<file path="config.mk">
export PLATFORM = sky130hd
export DESIGN_NAME = csd_shift_add_seq
export DESIGN_NICKNAME = d
export VERILOG_FILES = /design/src/rtl/csd_shift_add_seq.sv
export SDC_FILE = /design/constraint.sdc
export NUM_CORES = 1
export LEC_CHECK = 0
export CORE_UTILIZATION = 47
export CTS_BUF_LIST = sky130_fd_sc_hd__clkbuf_16
export DETAILED_ROUTE_END_ITERATION = 7
export HOLD_SLACK_MARGIN = 0.05
export PLACE_DENSITY_LB_ADDON = 0.12
export REMOVE_ABC_BUFFERS = 1
export SETUP_SLACK_MARGIN = 0.3
export SLEW_MARGIN = 20
export SYNTH_ARGS = -nofsm -noshare
export SYNTH_HDL_FRONTEND = slang
export SYNTH_SLANG_ARGS = --single-unit
</file>
<file path="constraint.sdc">
create_clock -name clk -period 5.45 [get_ports clk]
set_input_delay 1.09 -clock clk [delete_from_list [all_inputs] [get_ports clk]]
set_output_delay 1.09 -clock clk [all_outputs]
set_load 0.01 [all_outputs]
</file>
<file path="src/rtl/csd_shift_add_seq.sv">
// Sequential multiplier y = x * c for a CSD-coded coefficient c.
// One shared add/sub unit; one cycle per nonzero digit, zero digits skipped.
//
//   state  | meaning
//   -------+--------------------------------------------------------------
//   S_IDLE | ready for a request; latches x, sanitized digits, error flag
//   S_RUN  | applies the lowest remaining nonzero digit each cycle
//   S_DONE | result valid, held until the consumer takes it
module csd_shift_add_seq #(
    parameter int WX = 8,
    parameter int W  = 4
) (
    input  logic                 clk,
    input  logic                 arst_n,
    input  logic                 in_valid,
    output logic                 in_ready,
    input  logic signed [WX-1:0] x,
    input  logic [2*W-1:0]       csd,
    output logic                 out_valid,
    input  logic                 out_ready,
    output logic signed [WX+W:0] y,
    output logic                 err,
    output logic                 busy
);

    localparam int WY = WX + W + 1;

    typedef enum logic [1:0] {
        S_IDLE,
        S_RUN,
        S_DONE
    } state_t;

    state_t                state;
    state_t                state_nxt;
    logic signed [WY-1:0]  acc;
    logic signed [WX-1:0]  x_q;
    logic [2*W-1:0]        dig_q;
    logic                  err_q;

    logic [2*W-1:0]        csd_legal;
    logic                  csd_err;
    logic signed [WY-1:0]  x_ext;
    logic signed [WY-1:0]  term;
    logic                  term_neg;
    logic                  found;
    logic [2*W-1:0]        dig_clr;
    logic                  accept;

    assign x_ext  = {{(WY-WX){x_q[WX-1]}}, x_q};
    assign accept = in_valid && in_ready;
    assign y      = acc;
    assign err    = err_q;

    // Sanitize the incoming coefficient: illegal 10 digits become 0 and flag an error,
    // as do adjacent nonzero digits (legal arithmetic, but not canonical).
    always_comb begin
        csd_legal = csd;
        csd_err   = 1'b0;
        for (int i = 0; i < W; i++) begin
            if (csd[2*i +: 2] == 2'b10) begin
                csd_legal[2*i +: 2] = 2'b00;
                csd_err             = 1'b1;
            end
        end
        for (int i = 0; i < W - 1; i++) begin
            if (csd[2*i +: 2] != 2'b00 && csd[2*i+2 +: 2] != 2'b00) begin
                csd_err = 1'b1;
            end
        end
    end

    // Pick the lowest nonzero digit: shifted operand, its sign, and the digits left after clearing it.
    always_comb begin
        dig_clr  = dig_q;
        term     = '0;
        term_neg = 1'b0;
        found    = 1'b0;
        for (int i = 0; i < W; i++) begin
            if (!found && dig_q[2*i +: 2] != 2'b00) begin
                found               = 1'b1;
                term                = x_ext <<< i;
                term_neg            = dig_q[2*i+1];
                dig_clr[2*i +: 2]   = 2'b00;
            end
        end
    end

    // State register.
    always_ff @(posedge clk or negedge arst_n) begin
        if (!arst_n) begin
            state <= S_IDLE;
        end else begin
            state <= state_nxt;
        end
    end

    // Next-state and handshake outputs.
    always_comb begin
        state_nxt = state;
        in_ready  = 1'b0;
        out_valid = 1'b0;
        busy      = 1'b1;
        case (state)
            S_IDLE: begin
                in_ready = 1'b1;
                busy     = 1'b0;
                if (in_valid) begin
                    state_nxt = (csd_legal == '0) ? S_DONE : S_RUN;
                end
            end
            S_RUN: begin
                if (dig_clr == '0) begin
                    state_nxt = S_DONE;
                end
            end
            S_DONE: begin
                out_valid = 1'b1;
                if (out_ready) begin
                    state_nxt = S_IDLE;
                end
            end
            default: state_nxt = S_IDLE;
        endcase
    end

    // Datapath: latch the request, then one shift-add/sub per remaining digit.
    always_ff @(posedge clk or negedge arst_n) begin
        if (!arst_n) begin
            acc   <= '0;
            x_q   <= '0;
            dig_q <= '0;
            err_q <= 1'b0;
        end else if (accept) begin
            acc   <= '0;
            x_q   <= x;
            dig_q <= csd_legal;
            err_q <= csd_err;
        end else if (state == S_RUN) begin
            acc   <= term_neg ? (acc - term) : (acc + term);
            dig_q <= dig_clr;
        end
    end

endmodule

</file>
==> metrics, run 1 <==
Post-CTS Hold Buffers=0; ranking of synthesized cells by area=dfrtp_1 (31%), ha_1 (6.3%), nand2_1 (5.8%), o21ai_0 (5.0%), nor2_1 (4.5%); CP Capture Type=flop; clk sink count=32; drt via density=5.761; DP Area=0.002974 mm²; ANT nets after route=0; GPL Wtd Cong=0.8846; DRC violations left=0; Slew headroom=34.13%; CTS tree=built; DP Worst Slack=1.201 ns; Fin. Hold Viols=0; Mapped Cells=about 320; Initial Util=49.66%; H-tree levels=2; minimum clock period=between 4 and 5 ns; fmax=227.3 MHz; Vias=around 2.4k; Synth area leader=dfrtp_1; first-pass GRT wire length=roughly 11,000 µm; number of inserted diodes=0; number of flops mapped to enable cells by yosys=0; Critical Path AT=4.56 ns; Port Buffer Count=36; Worst EP required=5.61 ns; top-count cell post-synth=nand2_1; Final setup viols=0; number of global-route vias before repair=2,362; reg-to-reg setup timing slack=1.05 ns; Root Driver=clkbuf_16; post-route design area=roughly 0.0031 mm²; setup repair after global routing missed its margin=no; Congestion Overflow GR=0; TritonCTS buffer count=5; Rows=26; Synth top area share=30.98%; Slew Limit Fails=0; startpoint types=flop; pin count of the biggest net entering global routing=33; fraction of registers with async set/reset=100.0%; total track usage=22.92%; core area=0.005205 mm²; Clock Path Buffers=2; clk_lat worst skew=approximately 0.28 ns; WL/cell=14.62 µm; WHS Path Cells=2; IO Count=37; post-CTS setup repair buffer count=0; WS Path Type=flop to flop; Util after Layout=60.31%; drt first pass iters=5; Cell variety after synth=56; max_cap viols=0; syn_area_per_cell=between 8 and 9 µm²; worst slew pin tran=a little under 1 ns; die area=0.005800 mm²; Post-synth top flop=dfrtp_1; WHS Endpoint=err; synthesis-stage register bit count=32; list of most frequent post-synthesis cells=nand2_1 (40), dfrtp_1 (32), nor2_1 (31), o21ai_0 (26), nand3_1 (19); CTS clk-pin slew, worst paths=roughly 0.060 ns; Area growth, synth to finish=21.44%; YS warnings=0; share of cells above drive strength 1=6.534%; crit path max fanout=9; Hold Path Origin=err; setup_tns=0 ns; Period Utilization, post-route=around four fifths; DP Wirelength=4512 µm; chip width=approximately 76 µm; DR iter-0 viols=74; Worst Setup SP=dig_q[1]; Routed WL=6170 µm; Post-Syn Area=0.002585 mm²; cells resized by post-CTS repair=0; Die Ht=76.16 µm; clock skew=between 0.006 and 0.007 ns; initial antenna violation count=0; R2R cell count=15; slack of the critical path=between 1 and 1.5 ns; worst r2r src=dig_q[1]; post-synthesis sequential area ratio=a little under a third; status=complete, no violations; nets@finish=385; RR Endpoint=y[12]; worst min path class=flop to flop
## cell usage in the layout, fill, tap and decap left out, types with 3 or more instances in the layout
cell type	n
and3_1	4
o21a_1	4
a32o_1	3
nand3_1	19
a31oi_1	5
o21ai_0	26
xor2_1	13
nand2_1	40
a22o_1	4
nor2_1	31
o41ai_1	5
o21ai_1	7
a311oi_1	3
or2_2	3
nor3_1	6
o31ai_1	3
a21oi_1	18
dfrtp_1	32
nand2b_1	5
xnor2_1	4
clkdlybuf4s50_1	36
ha_1	13
clkbuf_16	5
inv_1	14
o21bai_1	3
a211oi_1	3
nor2b_1	3
## cell families after synthesis
group	synth area share, %
xor+xnor	5.760
simple gates	24.01
flops	30.98
buf+inv	4.889
fa+ha+maj	7.067
compound gates	27.30
## worst max-delay path by stage
stage | cells after the start | end | slack (ns)
6_report | 15 | y[12] | 1.05
5_1_grt | 15 | y[12] | 0.74
4_1_cts | 15 | y[12] | 1.12
3_5_place_dp | 15 | y[12] | 1.20
3_3_place_gp | 15 | y[12] | 1.31
2_1_floorplan | 15 | y[12] | 1.57
## routing by layer
layer  wire length, µm  vias up  GRT usage, %
li1                  -     1230             -
met1              2854     1139         28.11
met2              3052       51         40.55
met3               167       11         3.593
met4                95        0         8.269
met5                 0        -             0
## worst max-delay path, cell delays in order (launching register included)
cell and delay (ns):
dfrtp_1 0.47, or4_1 0.72, nor4_2 0.26, a211o_2 0.17, and3_1 0.28, nand2_1 0.11
o31ai_1 0.28, xor2_1 0.18, ha_1 0.31, and3_1 0.20, a21oi_1 0.15, o21ai_0 0.17
o41ai_1 0.44, a21boi_1 0.30, o41ai_2 0.08, o21bai_1 0.17
## registers in the layout (all words and copies together), names as in the netlist
| name | flops |
|---|---|
| dig_q | 8 |
| err | 1 |
| state | 2 |
| x_q | 8 |
| y | 13 |
## final cells by class
type	instances	area, µm²
Fill cell	492	2066
Multi-Input combinational cell	260	1660
Sequential cell	32	800.8
Timing Repair Buffer	38	375.4
Clock buffer	5	125.1
Tap cell	70	87.58
Inverter	14	52.55
Clock inverter	3	37.54
## through the flow
stage | hold slack (ns) | std cells
2_1_floorplan | 0.4531 | 306
3_3_place_gp | 0.4658 | 414
3_5_place_dp | 0.4705 | 414
4_1_cts | 0.4824 | 422
5_1_grt | 0.5288 | 422
6_report | 0.4820 | 422
Power of run 1 is left out: the tool's default activity adds up to more than one toggle a clock period on the data nets, which glitch-free logic cannot reach.
==> inputs of run 2 (changes only) <==
==> constraint.sdc (replaced) <==
create_clock -name clk -period 4.2 [get_ports clk]
set_input_delay 0.84 -clock clk [delete_from_list [all_inputs] [get_ports clk]]
set_output_delay 0.84 -clock clk [all_outputs]
set_load 0.01 [all_outputs]
==> run 2 against run 1 <==
Clock skew shrank 0.0027 ns. Final cell count grew 4.7%. Worst hold slack is essentially flat. Core utilization grew 5.1 points. Wire length grew 7.9%. Worst setup slack lost 0.71 ns. Flip-flop and latch count is the same. Die area is the same.
==> metrics, run 2 (synthesized netlist as in run 1, its figures left out) <==
Vias=2,544 (+4.6%); drt via density=5.756 (about the same); Root Driver=clkbuf_16; GPL Wtd Cong=0.8692 (-1.7%); commonest non-fill, non-tap cell in the layout=nand2_1; max FFs per register=13 (unchanged); CTS clk-pin slew, worst paths=0.06 ns (about the same); WS Path Type=flop to flop; ANT nets after route=0 (unchanged); Die Ht=76.16 µm (unchanged); Critical Path Slowest Stage Cell=or4_4; Rows=26 (unchanged); H-tree levels=2 (unchanged); slack of the critical path=0.3362 ns (-0.7138 ns); Area growth, synth to finish=31.80%; RR Endpoint=y[12]; crit-path cells=or4_4, buf_6, nor4_4, a211o_2, nor3b_4, nand2_2, o21ai_2, xor2_1, ha_1, buf_4, a21oi_4, o21ai_2, o41ai_2, a21boi_2, o41ai_2, o21bai_1; total track usage=24.18% (+1.3 points); Worst EP required=4.36 ns (-1.25 ns); Worst Setup SP=dig_q[3]; sequential cell area=803.3 µm² (+0.31%); Initial Util=49.66% (unchanged); CTS tree=built; Routed WL=6655 µm (+7.9%); number of global-route vias before repair=2,453 (+3.9%); Slew Limit Fails=0 (unchanged); Clock Path Buffers=2 (unchanged); number of inserted diodes=0 (unchanged); DRC violations left=0 (unchanged); pin count of the biggest net entering global routing=33 (unchanged); share of cells above drive strength 1=19.09% (+13 points); setup_tns=0 ns (unchanged); worst r2r src=dig_q[3]; DR iter-0 viols=74 (unchanged); fmax=258.8 MHz (+14%); CP Capture Type=flop; core area=0.005205 mm² (unchanged); clk_lat worst skew=0.28 ns (about the same); nets@finish=405 (+5.2%); worst slew pin tran=0.9485 ns (-0.03707 ns); minimum clock period=3.864 ns (-0.5362 ns); slowest stage delay, CP=0.51 ns (-0.21 ns); startpoint types=flop; clock skew=0.003357 ns (-0.002683 ns); status=complete, no violations; initial antenna violation count=0 (unchanged); Fin. Hold Viols=0 (unchanged); Util after Layout=65.46% (+5.1 points); setup repair after global routing missed its margin=yes; worst min path class=flop to flop; Critical Path End=y[12]; Critical Path AT=4.03 ns (-0.53 ns); crit path max fanout=6 (-3); Congestion Overflow GR=0 (unchanged); IO Count=37 (unchanged); first-pass GRT wire length=11,360 µm (+5.0%); Final setup viols=0 (unchanged); WL/cell=15.06 µm (+3.0%); die area=0.005800 mm² (unchanged); DP Wirelength=4672 µm (+3.5%); Port Buffer Count=36 (unchanged); Slew headroom=36.61% (+2.5 points); chip width=76.16 µm (unchanged); DP Worst Slack=0.1117 ns (-1.089 ns); most frequent cells in the layout=nand2_1 (38), clkdlybuf4s50_1 (36), dfrtp_1 (30); fillcell total=471 (-4.3%); reg-to-reg setup timing slack=0.34 ns (-0.71 ns); Period Utilization, post-route=91.99% (+11 points); drt first pass iters=4 (-1); R2R cell count=16 (+1); Post-CTS Hold Buffers=0 (unchanged); max_cap viols=0 (unchanged); clk sink count=32 (unchanged); TritonCTS buffer count=5 (unchanged); Multi-input gate area=0.001787 mm² (+7.6%)
==> run 2: cell count changes in the layout (fill, tap and decap cells not counted), sizes merged <==
cell	before	now
clkinv	2	1
bufinv	1	0
buf	2	22
clkinvlp	0	2
==> run 2: worst max-delay path: cells and delay by family, from the launching register on <==
family / cells / cell delay, ns
compound gates: 8 / 1.42
simple gates: 4 / 1.09
flops: 1 / 0.45
buf+inv: 2 / 0.32
fa+ha+maj: 1 / 0.28
xor+xnor: 1 / 0.17
==> run 2: worst min-delay path by stage <==
stage               startpoint        to  cells after the start
floorplan             state[1]  state[0]                      1
global placement           err       err                      2
detailed placement         err       err                      2
CTS                        err       err                      2
global route               err       err                      2
finish                     err       err                      2
==> run 2: stage by stage <==
stage	area, µm²	hold WS, ns	std cells
global route	3407	0.5248	442
finish	3407	0.4825	442
floorplan	2511	0.4531	306
global placement	3057	0.4656	425
detailed placement	3057	0.4702	425
CTS	3221	0.4826	433
==> run 2: timing repair <==
| action | in CTS | in global routing |
|---|---|---|
| pin swaps | 0 | 13 |
| setup buffers | 0 | 9 |
| gates resized for setup | 4 | 31 |
| setup endpoints to repair | 2 | 4 |
==> run 2: area by class of cell <==
| class | instances | area share (%) |
|---|---|---|
| Sequential cell | 32 | 23.58 |
| Multi-Input combinational cell | 260 | 52.44 |
| Inverter | 14 | 1.542 |
| Tap cell | 70 | 2.571 |
| Clock inverter | 3 | 0.5509 |
| Clock buffer | 5 | 3.672 |
| Timing Repair Buffer | 58 | 15.64 |
==> run 2: per-layer routing <==
metal | wire length (µm) | global-route usage, % | vias to the layer above | part of all wire (%)
met2 | 3408 | 43.82 | 53 | 51
met1 | 2953 | 29.88 | 1213 | 44
met4 | 78 | 5.769 | 0 | 1.2
met3 | 214 | 3.952 | 10 | 3.2
li1 | - | - | 1268 | -
met5 | 0 | 0 | - | 0
Power of run 2 is left out for the same reason.
